===== config.mk =====
export PLATFORM = sky130hd
export DESIGN_NAME = dvp_axis_capture
export DESIGN_NICKNAME = d
export VERILOG_FILES = /design/src/rtl/dvp_axis_capture.sv
export SDC_FILE = /design/constraint.sdc
export NUM_CORES = 1
export LEC_CHECK = 0
export ABC_CLOCK_PERIOD_IN_PS = 4200
export BUFFER_PORTS_ARGS = -buffer_cell sky130_fd_sc_hd__clkbuf_2
export CAP_MARGIN = 20
export CORE_ASPECT_RATIO = 1.4
export CORE_UTILIZATION = 61
export CTS_CLUSTER_DIAMETER = 120
export DETAILED_ROUTE_END_ITERATION = 8
export PLACE_DENSITY = 0.79
export SYNTH_ARGS = -nofsm -noshare
export SYNTH_HDL_FRONTEND = slang
export SYNTH_SLANG_ARGS = --single-unit
export TNS_END_PERCENT = 100

===== constraint.sdc =====
create_clock -name aclk -period 4.2 [get_ports aclk]
set_clock_uncertainty 0.2 [all_clocks]
set_input_delay 0.84 -clock aclk [delete_from_list [all_inputs] [get_ports aclk]]
set_output_delay 0.84 -clock aclk [all_outputs]
set_load 0.02 [all_outputs]

===== src/rtl/dvp_axis_capture.sv =====
// rtl/dvp_axis_capture.sv - DVP camera byte stream to 24-bit AXI-Stream pixel capture
// Assembles camera bytes into pixels, frames them with tuser/tlast and buffers them in a FIFO.
module dvp_axis_capture #(
    parameter int MODE       = 0,
    parameter int FIFO_DEPTH = 16,
    parameter int CNT_W      = 12
) (
    input  logic        aclk,
    input  logic        aresetn,
    input  logic        pix_ce,
    input  logic [7:0]  din,
    input  logic        href,
    input  logic        vsync,
    input  logic        en_capture,
    input  logic        ovf_clr,
    output logic [23:0] m_axis_tdata,
    output logic        m_axis_tvalid,
    input  logic        m_axis_tready,
    output logic        m_axis_tuser,
    output logic        m_axis_tlast,
    output logic        overflow,
    output logic [31:0] status
);

    localparam int AW  = $clog2(FIFO_DEPTH);
    localparam int BPP = (MODE == 0) ? 3 : (MODE == 1) ? 2 : 1;
    localparam logic [1:0]  LAST_BYTE = 2'(BPP - 1);
    localparam logic [AW:0] FULL_CNT  = (AW + 1)'(FIFO_DEPTH);
    localparam logic [AW:0] CNT_ONE   = (AW + 1)'(1);
    localparam logic [AW-1:0] PTR_ONE = AW'(1);

    typedef enum logic [1:0] {IDLE, WAIT_VS, ACTIVE, DROP} state_t;

    state_t            state_q;
    logic              vsync_prev_q;
    logic              href_prev_q;
    logic [1:0]        byte_cnt_q, byte_cnt_d;
    logic [15:0]       asm_q, asm_d;
    logic              pend_valid_q, pend_valid_d;
    logic [23:0]       pend_q, pend_d;
    logic              push_q, push_d;
    logic              push_last_q, push_last_d;
    logic [23:0]       push_data_q, push_data_d;
    logic              first_q;
    logic [CNT_W-1:0]  line_cnt_q;
    logic [11:0]       line_last_q;
    logic [15:0]       frame_cnt_q;
    logic              ovf_q;
    logic              misalign_q;

    logic [25:0]       mem_q [FIFO_DEPTH];
    logic [AW-1:0]     wr_ptr_q;
    logic [AW-1:0]     rd_ptr_q;
    logic [AW:0]       count_q;

    logic              vs_rise;
    logic              href_fall;
    logic              byte_in;
    logic              px_done;
    logic [23:0]       px_word;
    logic              fifo_empty;
    logic              fifo_full;
    logic              pop;
    logic              push_try;
    logic              ovf_evt;
    logic              wr_en;
    logic              enter_active;
    logic              frame_end;
    logic              misalign_evt;
    logic [25:0]       head;

    assign vs_rise      = pix_ce & vsync & ~vsync_prev_q;
    assign href_fall    = pix_ce & ~href & href_prev_q;
    assign byte_in      = pix_ce & href & (state_q == ACTIVE);
    assign px_done      = byte_in & (byte_cnt_q == LAST_BYTE);
    assign fifo_empty   = (count_q == '0);
    assign fifo_full    = (count_q == FULL_CNT);
    assign pop          = ~fifo_empty & m_axis_tready;
    // A full FIFO still accepts the push when a beat leaves in the same cycle.
    assign push_try     = push_q & (state_q == ACTIVE);
    assign ovf_evt      = push_try & fifo_full & ~pop;
    assign wr_en        = push_try & ~ovf_evt;
    assign frame_end    = vs_rise & ((state_q == ACTIVE) | (state_q == DROP));
    assign enter_active = vs_rise & ((state_q == WAIT_VS) | ((state_q != IDLE) & en_capture));
    assign misalign_evt = href_fall & (state_q == ACTIVE) & ~vs_rise & (byte_cnt_q != 2'd0);

    always_comb begin
        px_word = {asm_q, din};
        if (MODE == 1) begin
            px_word = {asm_q[7:3], asm_q[7:5],
                       asm_q[2:0], din[7:5], asm_q[2:1],
                       din[4:0], din[4:2]};
        end else if (MODE == 2) begin
            px_word = {din, din, din};
        end
    end

    // One pixel is kept pending so the last pixel of a line can be tagged with tlast.
    always_comb begin
        byte_cnt_d   = byte_cnt_q;
        asm_d        = asm_q;
        pend_valid_d = pend_valid_q;
        pend_d       = pend_q;
        push_d       = 1'b0;
        push_last_d  = 1'b0;
        push_data_d  = push_data_q;
        if (vs_rise || state_q != ACTIVE) begin
            byte_cnt_d   = 2'd0;
            pend_valid_d = 1'b0;
        end else if (px_done) begin
            byte_cnt_d   = 2'd0;
            push_d       = pend_valid_q;
            push_data_d  = pend_q;
            pend_valid_d = 1'b1;
            pend_d       = px_word;
        end else if (byte_in) begin
            byte_cnt_d = byte_cnt_q + 2'd1;
            asm_d      = {asm_q[7:0], din};
        end else if (href_fall) begin
            byte_cnt_d   = 2'd0;
            push_d       = pend_valid_q;
            push_last_d  = 1'b1;
            push_data_d  = pend_q;
            pend_valid_d = 1'b0;
        end
    end

    always_ff @(posedge aclk or negedge aresetn) begin
        if (!aresetn) begin
            state_q <= IDLE;
        end else begin
            case (state_q)
                IDLE:    if (en_capture) state_q <= WAIT_VS;
                WAIT_VS: if (vs_rise) state_q <= ACTIVE;
                ACTIVE, DROP: begin
                    if (vs_rise)
                        state_q <= en_capture ? ACTIVE : IDLE;
                    else if (state_q == ACTIVE && ovf_evt)
                        state_q <= DROP;
                end
                default: state_q <= IDLE;
            endcase
        end
    end

    always_ff @(posedge aclk or negedge aresetn) begin
        if (!aresetn) begin
            vsync_prev_q <= 1'b0;
            href_prev_q  <= 1'b0;
            byte_cnt_q   <= 2'd0;
            asm_q        <= 16'd0;
            pend_valid_q <= 1'b0;
            pend_q       <= 24'd0;
            push_q       <= 1'b0;
            push_last_q  <= 1'b0;
            push_data_q  <= 24'd0;
            first_q      <= 1'b0;
            line_cnt_q   <= '0;
            line_last_q  <= 12'd0;
            frame_cnt_q  <= 16'd0;
            ovf_q        <= 1'b0;
            misalign_q   <= 1'b0;
        end else begin
            if (pix_ce) begin
                vsync_prev_q <= vsync;
                href_prev_q  <= href;
            end
            byte_cnt_q   <= byte_cnt_d;
            asm_q        <= asm_d;
            pend_valid_q <= pend_valid_d;
            pend_q       <= pend_d;
            push_q       <= push_d;
            push_last_q  <= push_last_d;
            push_data_q  <= push_data_d;

            if (enter_active)
                first_q <= 1'b1;
            else if (wr_en)
                first_q <= 1'b0;

            if (vs_rise)
                line_cnt_q <= '0;
            else if (href_fall && (state_q == ACTIVE || state_q == DROP))
                line_cnt_q <= line_cnt_q + CNT_W'(1);

            if (frame_end)
                line_last_q <= 12'(line_cnt_q);
            if (vs_rise && state_q == ACTIVE)
                frame_cnt_q <= frame_cnt_q + 16'd1;

            if (ovf_evt)
                ovf_q <= 1'b1;
            else if (ovf_clr)
                ovf_q <= 1'b0;

            if (misalign_evt)
                misalign_q <= 1'b1;
            else if (ovf_clr)
                misalign_q <= 1'b0;
        end
    end

    always_ff @(posedge aclk) begin
        if (wr_en)
            mem_q[wr_ptr_q] <= {first_q, push_last_q, push_data_q};
    end

    always_ff @(posedge aclk or negedge aresetn) begin
        if (!aresetn) begin
            wr_ptr_q <= '0;
            rd_ptr_q <= '0;
            count_q  <= '0;
        end else begin
            if (wr_en)
                wr_ptr_q <= wr_ptr_q + PTR_ONE;
            if (pop)
                rd_ptr_q <= rd_ptr_q + PTR_ONE;
            case ({wr_en, pop})
                2'b10:   count_q <= count_q + CNT_ONE;
                2'b01:   count_q <= count_q - CNT_ONE;
                default: count_q <= count_q;
            endcase
        end
    end

    assign head          = mem_q[rd_ptr_q];
    assign m_axis_tvalid = ~fifo_empty;
    assign m_axis_tdata  = m_axis_tvalid ? head[23:0] : 24'd0;
    assign m_axis_tlast  = m_axis_tvalid & head[24];
    assign m_axis_tuser  = m_axis_tvalid & head[25];
    assign overflow      = ovf_q;
    assign status        = {frame_cnt_q, line_last_q, fifo_empty, misalign_q, ovf_q, state_q != IDLE};

endmodule


# Yosys cells after proc, flatten, opt, wreduce, memory -nomap -nowiden
# Memories as Yosys holds them, arrays and structs flattened.
# Index checks and enable logic that the tools add are counted.
# W data, S select, Z words.
totals:
  ff_bits: 129
  ramBits: 416
  inputBits: 16
  output_inout_bits: 60
  wordCells: 129
  mem_count: 1
op_classes:
  n_addsub: 7
  eq_ne: 13
  n_mux: 36
  bitwise_logic: 30
  n_reduce_logical: 23
mem_list:
  columns: ["name", "words", "word_bits", "read_ports", "rd_clocked_by_memory_dff", "wr", "line", "rtl"]
  rows:
  - ["mem_q", 16, 26, 1, 0, 1, "51", "logic [25:0] mem_q [FIFO_DEPTH];"]
ops:
  columns: ["operator", "count"]
  rows:
  - ["$mux W24", 4]
  - ["$mux W12", 2]
  - ["$and A1 B1 Y1", 20]
  - ["$mux W1", 19]
  - ["$mux W2", 9]
  - ["$add A16 B1 Y16 const B", 1]
  - ["$reduce_bool A2 Y1", 8]
  - ["$add A12 B1 Y12 const B", 1]
  - ["$pmux W5 S2", 1]
  - ["$reduce_and A3 Y1", 3]
  - ["$add A4 B1 Y4 const B", 2]
  - ["$eq A2 B2 Y1 const B", 4]
  - ["$not A1 Y1", 8]
  - ["$ne A2 B2 Y1 const B", 3]
  - ["$pmux W2 S3", 1]
  - ["$add A5 B1 Y5 const B", 1]
  - ["$eq A5 B5 Y1 const B", 1]
  - ["$logic_not A5 Y1", 1]
  - ["$sub A5 B1 Y5 const B", 1]
  - ["$eq A2 B1 Y1 const B", 2]
  - ["$reduce_and A2 Y1", 2]
  - ["$reduce_bool A4 Y1", 1]
  - ["$logic_and A1 B1 Y1", 3]
  - ["$ne A3 B1 Y1 const B", 1]
  - ["8 further kinds", 10]

# Depth between registers and ports, before layout
depth:
  word_depth: 9
  ltp_mapped: 11
  depth_no_buf: 9

# Worst setup path before layout
# No wires, ideal clock.
synth_path:
  path_type: "input -> register"
  startpoint: "in m_axis_tready"
  endpoint: "mem mem_q[3][0] (enable)"
  setup_ps: 442
  arrival_time_ps: 3354
  required_time_ps: 3558
  path_slack_ps: 205
  cell_stages: 4
  n_path_buf: 0
  cell_sequence: "inv_1 > a31oi_1 > nand2_1 > nor3_1"
synth_via:
  elab_chain_cells: 7
synth_rtl:
  columns: ["item", "line", "rtl"]
  rows:
  - ["from (decl)", "18", "input logic m_axis_tready,"]
  - ["$and A1 B1 Y1", "78", "assign pop = ~fifo_empty & m_axis_tready;"]
  - ["$not A1 Y1", "81", "assign ovf_evt = push_try & fifo_full & ~pop;"]
  - ["$and A1 B1 Y1", "81", null]
  - ["$not A1 Y1", "82", "assign wr_en = push_try & ~ovf_evt;"]
  - ["$and A1 B1 Y1", "82", null]
  - ["$mux W1", "204", "if (wr_en)"]
  - ["$mux W1 (not written as such)", "205", "mem_q[wr_ptr_q] <= {first_q, push_last_q, push_data_q};"]
  - ["to (decl)", "51", null]
# Every way passes these cells.

# Final worst setup path
layout_path:
  startpoint: "reg rd_ptr_q[1]"
  endpoint: "out m_axis_tdata[9]"
layout_via:
  elab_chain_cells: 2
layout_rtl:
  columns: ["item", "line", "rtl"]
  rows:
  - ["from (decl)", "53", "logic [AW-1:0] rd_ptr_q;"]
  - ["from (signal assigned)", "217", "rd_ptr_q <= rd_ptr_q + PTR_ONE;"]
  - ["$mem_v2 Z16 W26", null, null]
  - ["$mux W24", "228", "assign m_axis_tdata = m_axis_tvalid ? head[23:0] : 24'd0;"]
  - ["to (decl)", "16", "output logic [23:0] m_axis_tdata,"]
# Every way passes these cells.

==> impl_metrics.tcl <==
set metrics [dict create \
    r2r_cells 10 \
    r2r-end "count_q[4]" \
    cts_resized 0 \
    initial_utilization 0.622 \
    htreeDepth 2 \
    cts_max_path_buffers 3 \
    clk_pin_slew_ns 0.06 \
    dp.final_hpwl_mm 24.5 \
    hold_buffers 0 \
    ys.flop_type "edfxtp_1" \
    tightest_slew_ns 0.811 \
    synth.distinct_cells 59 \
    syn_nets 1104 \
    place.gp.congestion 0.773 \
    die_h_um 223 \
    cts-root-buf "clkbuf_16" \
    synth_xor_area_frac 0.0119 \
    track_usage 0.257 \
    reg2reg_from "count_q[1]" \
    wl_per_cell_um 26.4 \
    reg2reg_slack_ns 0.99 \
    num_vias 10600 \
    p_leak_nw 9.64 \
    synth_simple_gate_area_frac 0.0359 \
    hold_class "input port to asynchronous set/reset pin" \
    insertion_delay_ns 0.55 \
    drv_cap 0 \
    die_w_um 160 \
    dr.pass1.iters 5 \
    worstSetupStartpointType "flop" \
    synth_adder_area_share 0.00799 \
    power_density_mw_per_mm2 519 \
    antenna_found_initial 1 \
    critical_path_arrival_ns 3.00 \
    synth_area_leaders "edfxtp_1, dfrtp_1, mux4_2" \
    dieArea_mm2 0.0357 \
    drc_errors 0 \
    yosys.area.top_type "edfxtp_1" \
    cts_tree "built" \
    hold-worst-slack_ns 0.136 \
    synth_top_family_by_area "multiplexers" \
    synth_compound_area_frac 0.0246 \
    drive_above_1_share 0.323 \
    seq_area_frac_synth 0.738 \
    nets 1211 \
    pin_count 76 \
    ir_drop_v 0.000394 \
    yosys_warnings 0 \
    synth.area.mux_share 0.166 \
    relSlewSlack 0.459 \
    path_class "flop to output port" \
    syn_inst 1075 \
    synth_edf_count 416 \
    portBuffers 75 \
    period_minus_slack_ns 4.04 \
    grt_start_max_net_pins 92 \
    synthArstFlopShare 0.237 \
    path_max_fanout 39 \
    grt.overflow.total 0 \
    synth_top_cell_area_share 0.587 \
    setup_viol 0 \
    fmax_ghz 0.247 \
    rsz0062_at_grt "false" \
    cp-end-kind "output port" \
    drt_wl_total_mm 44.1 \
    fin_setup_tns_ns 0 \
    run_status "finished, final reports clean" \
    cts_buffers 48 \
    synth_area_per_cell_um2 19.8 \
    area_growth_pct 12.2 \
    final_antenna_net_count 0 \
    crit_required_ns 3.16 \
    period_share 0.962 \
    grt_pass1_wl_mm 67.2 \
    clock-sinks 545 \
    hold_violations 0 \
    ys_ff_latch 545 \
    drv_slew 0 \
    fp.coreArea_mm2 0.0342 \
    grt_pass1_vias 11300 \
    drtIter0Drc 887 \
    synth.cell_area_mm2 0.0213 \
    via_per_inst 6.36 \
    antennaDiodeCount 0 \
    post_cts_buffers 0 \
    row_count 80 \
]
-- metrics by stage --
stage               area [um^2]  power [mW]   util  setup slack [ns]  std cells
global placement          22400        8.22  0.653             0.841       1583
detailed placement        22400        8.26  0.653             0.726       1583
CTS                       23900        12.5  0.698             0.113       1671
global route              23900        12.8  0.698            0.0202       1671
finish                    23900        12.4  0.698             0.159       1671
floorplan                 21300        7.69      -             0.205       1075
-- per-layer routing --
layer	GRT usage	share of wire	wire length, um
met4	0.105	0.038	1660
met5	0	0.00025	11
met1	0.323	0.37	16500
met3	0.0472	0.067	2940
met2	0.444	0.52	23000
-- state kept, by name, summed over array words and instances (netlist names), 5 cells and up --
signal       flops
push_data_q     24
pend_q          24
mem_q          416
asm_q           16
count_q          5
line_cnt_q      12
frame_cnt_q     16
line_last_q     12
-- layout by cell type (no fill, tap or decap), types with 29 or more instances in the layout --
cell type,instances
mux4_2,104
edfxtp_1,416
nand2_1,31
mux2i_1,29
clkbuf_16,49
mux2_2,81
clkbuf_2,74
nor3_1,29
buf_4,31
dfrtp_1,126
-- synthesized netlist by cell type, types with 5 or more instances --
cell and count:
a21oi_1 6, a221o_1 26, buf_2 26, clkbuf_1 17, dfrtp_1 129, edfxtp_1 416, ha_1 12, inv_1 12
mux2_2 81, mux2i_1 29, mux4_2 104, nand2_1 31, nand2b_1 6, nand3_1 13, nand4_1 6, nor2_1 22
nor3_1 33, o211ai_1 5, o21ai_0 6, xnor2_1 23, xor2_1 6
-- cells by family after synthesis --
family | after synthesis
AOI/OAI and AO/OA | 64
xor gates and xnor gates | 29
adders and majority gates | 13
buffers and inverters | 67
DFF | 545
muxes | 214
and+or+nand+nor | 143
-- final cells by class --
| class | instances | area (um^2) |
|---|---|---|
| clock buffers | 72 | 1370 |
| clock inverters | 16 | 156 |
| fillers | 2124 | 10300 |
| inverters | 13 | 48.8 |
| multi-input cells | 463 | 5310 |
| flip-flops and latches | 545 | 15700 |
| well taps | 451 | 564 |
| repair buffers | 111 | 714 |
-- critical path: stages, from the launching register on --
cell and delay (ns):
dfrtp_4 0.72, buf_12 0.33, mux4_2 0.57, mux2i_1 0.23, nor3_1 0.09, a221o_1 0.29, clkbuf_2 0.16
-- worst max-delay path by stage --
stage | from | endpoint | slack, ns | cells past startpoint
floorplan | m_axis_tready | mem_q[3][0] | 0.20 | 4
global placement | rd_ptr_q[1] | m_axis_tdata[0] | 0.84 | 6
detailed placement | rd_ptr_q[1] | m_axis_tdata[9] | 0.73 | 6
CTS | rd_ptr_q[1] | m_axis_tdata[9] | 0.11 | 6
global route | rd_ptr_q[1] | m_axis_tdata[9] | 0.02 | 6
finish | rd_ptr_q[1] | m_axis_tdata[9] | 0.16 | 6
-- where the power goes --
part	total, mW	internal (mW)	switching [mW]	leakage (nW)
Combinational	1.84	0.886	0.954	2.41
Sequential	6.28	5.92	0.359	6.47
Clock	4.28	2.44	1.84	0.756
Total	12.4	9.25	3.15	9.64
Power figures use the tool's default switching activity.
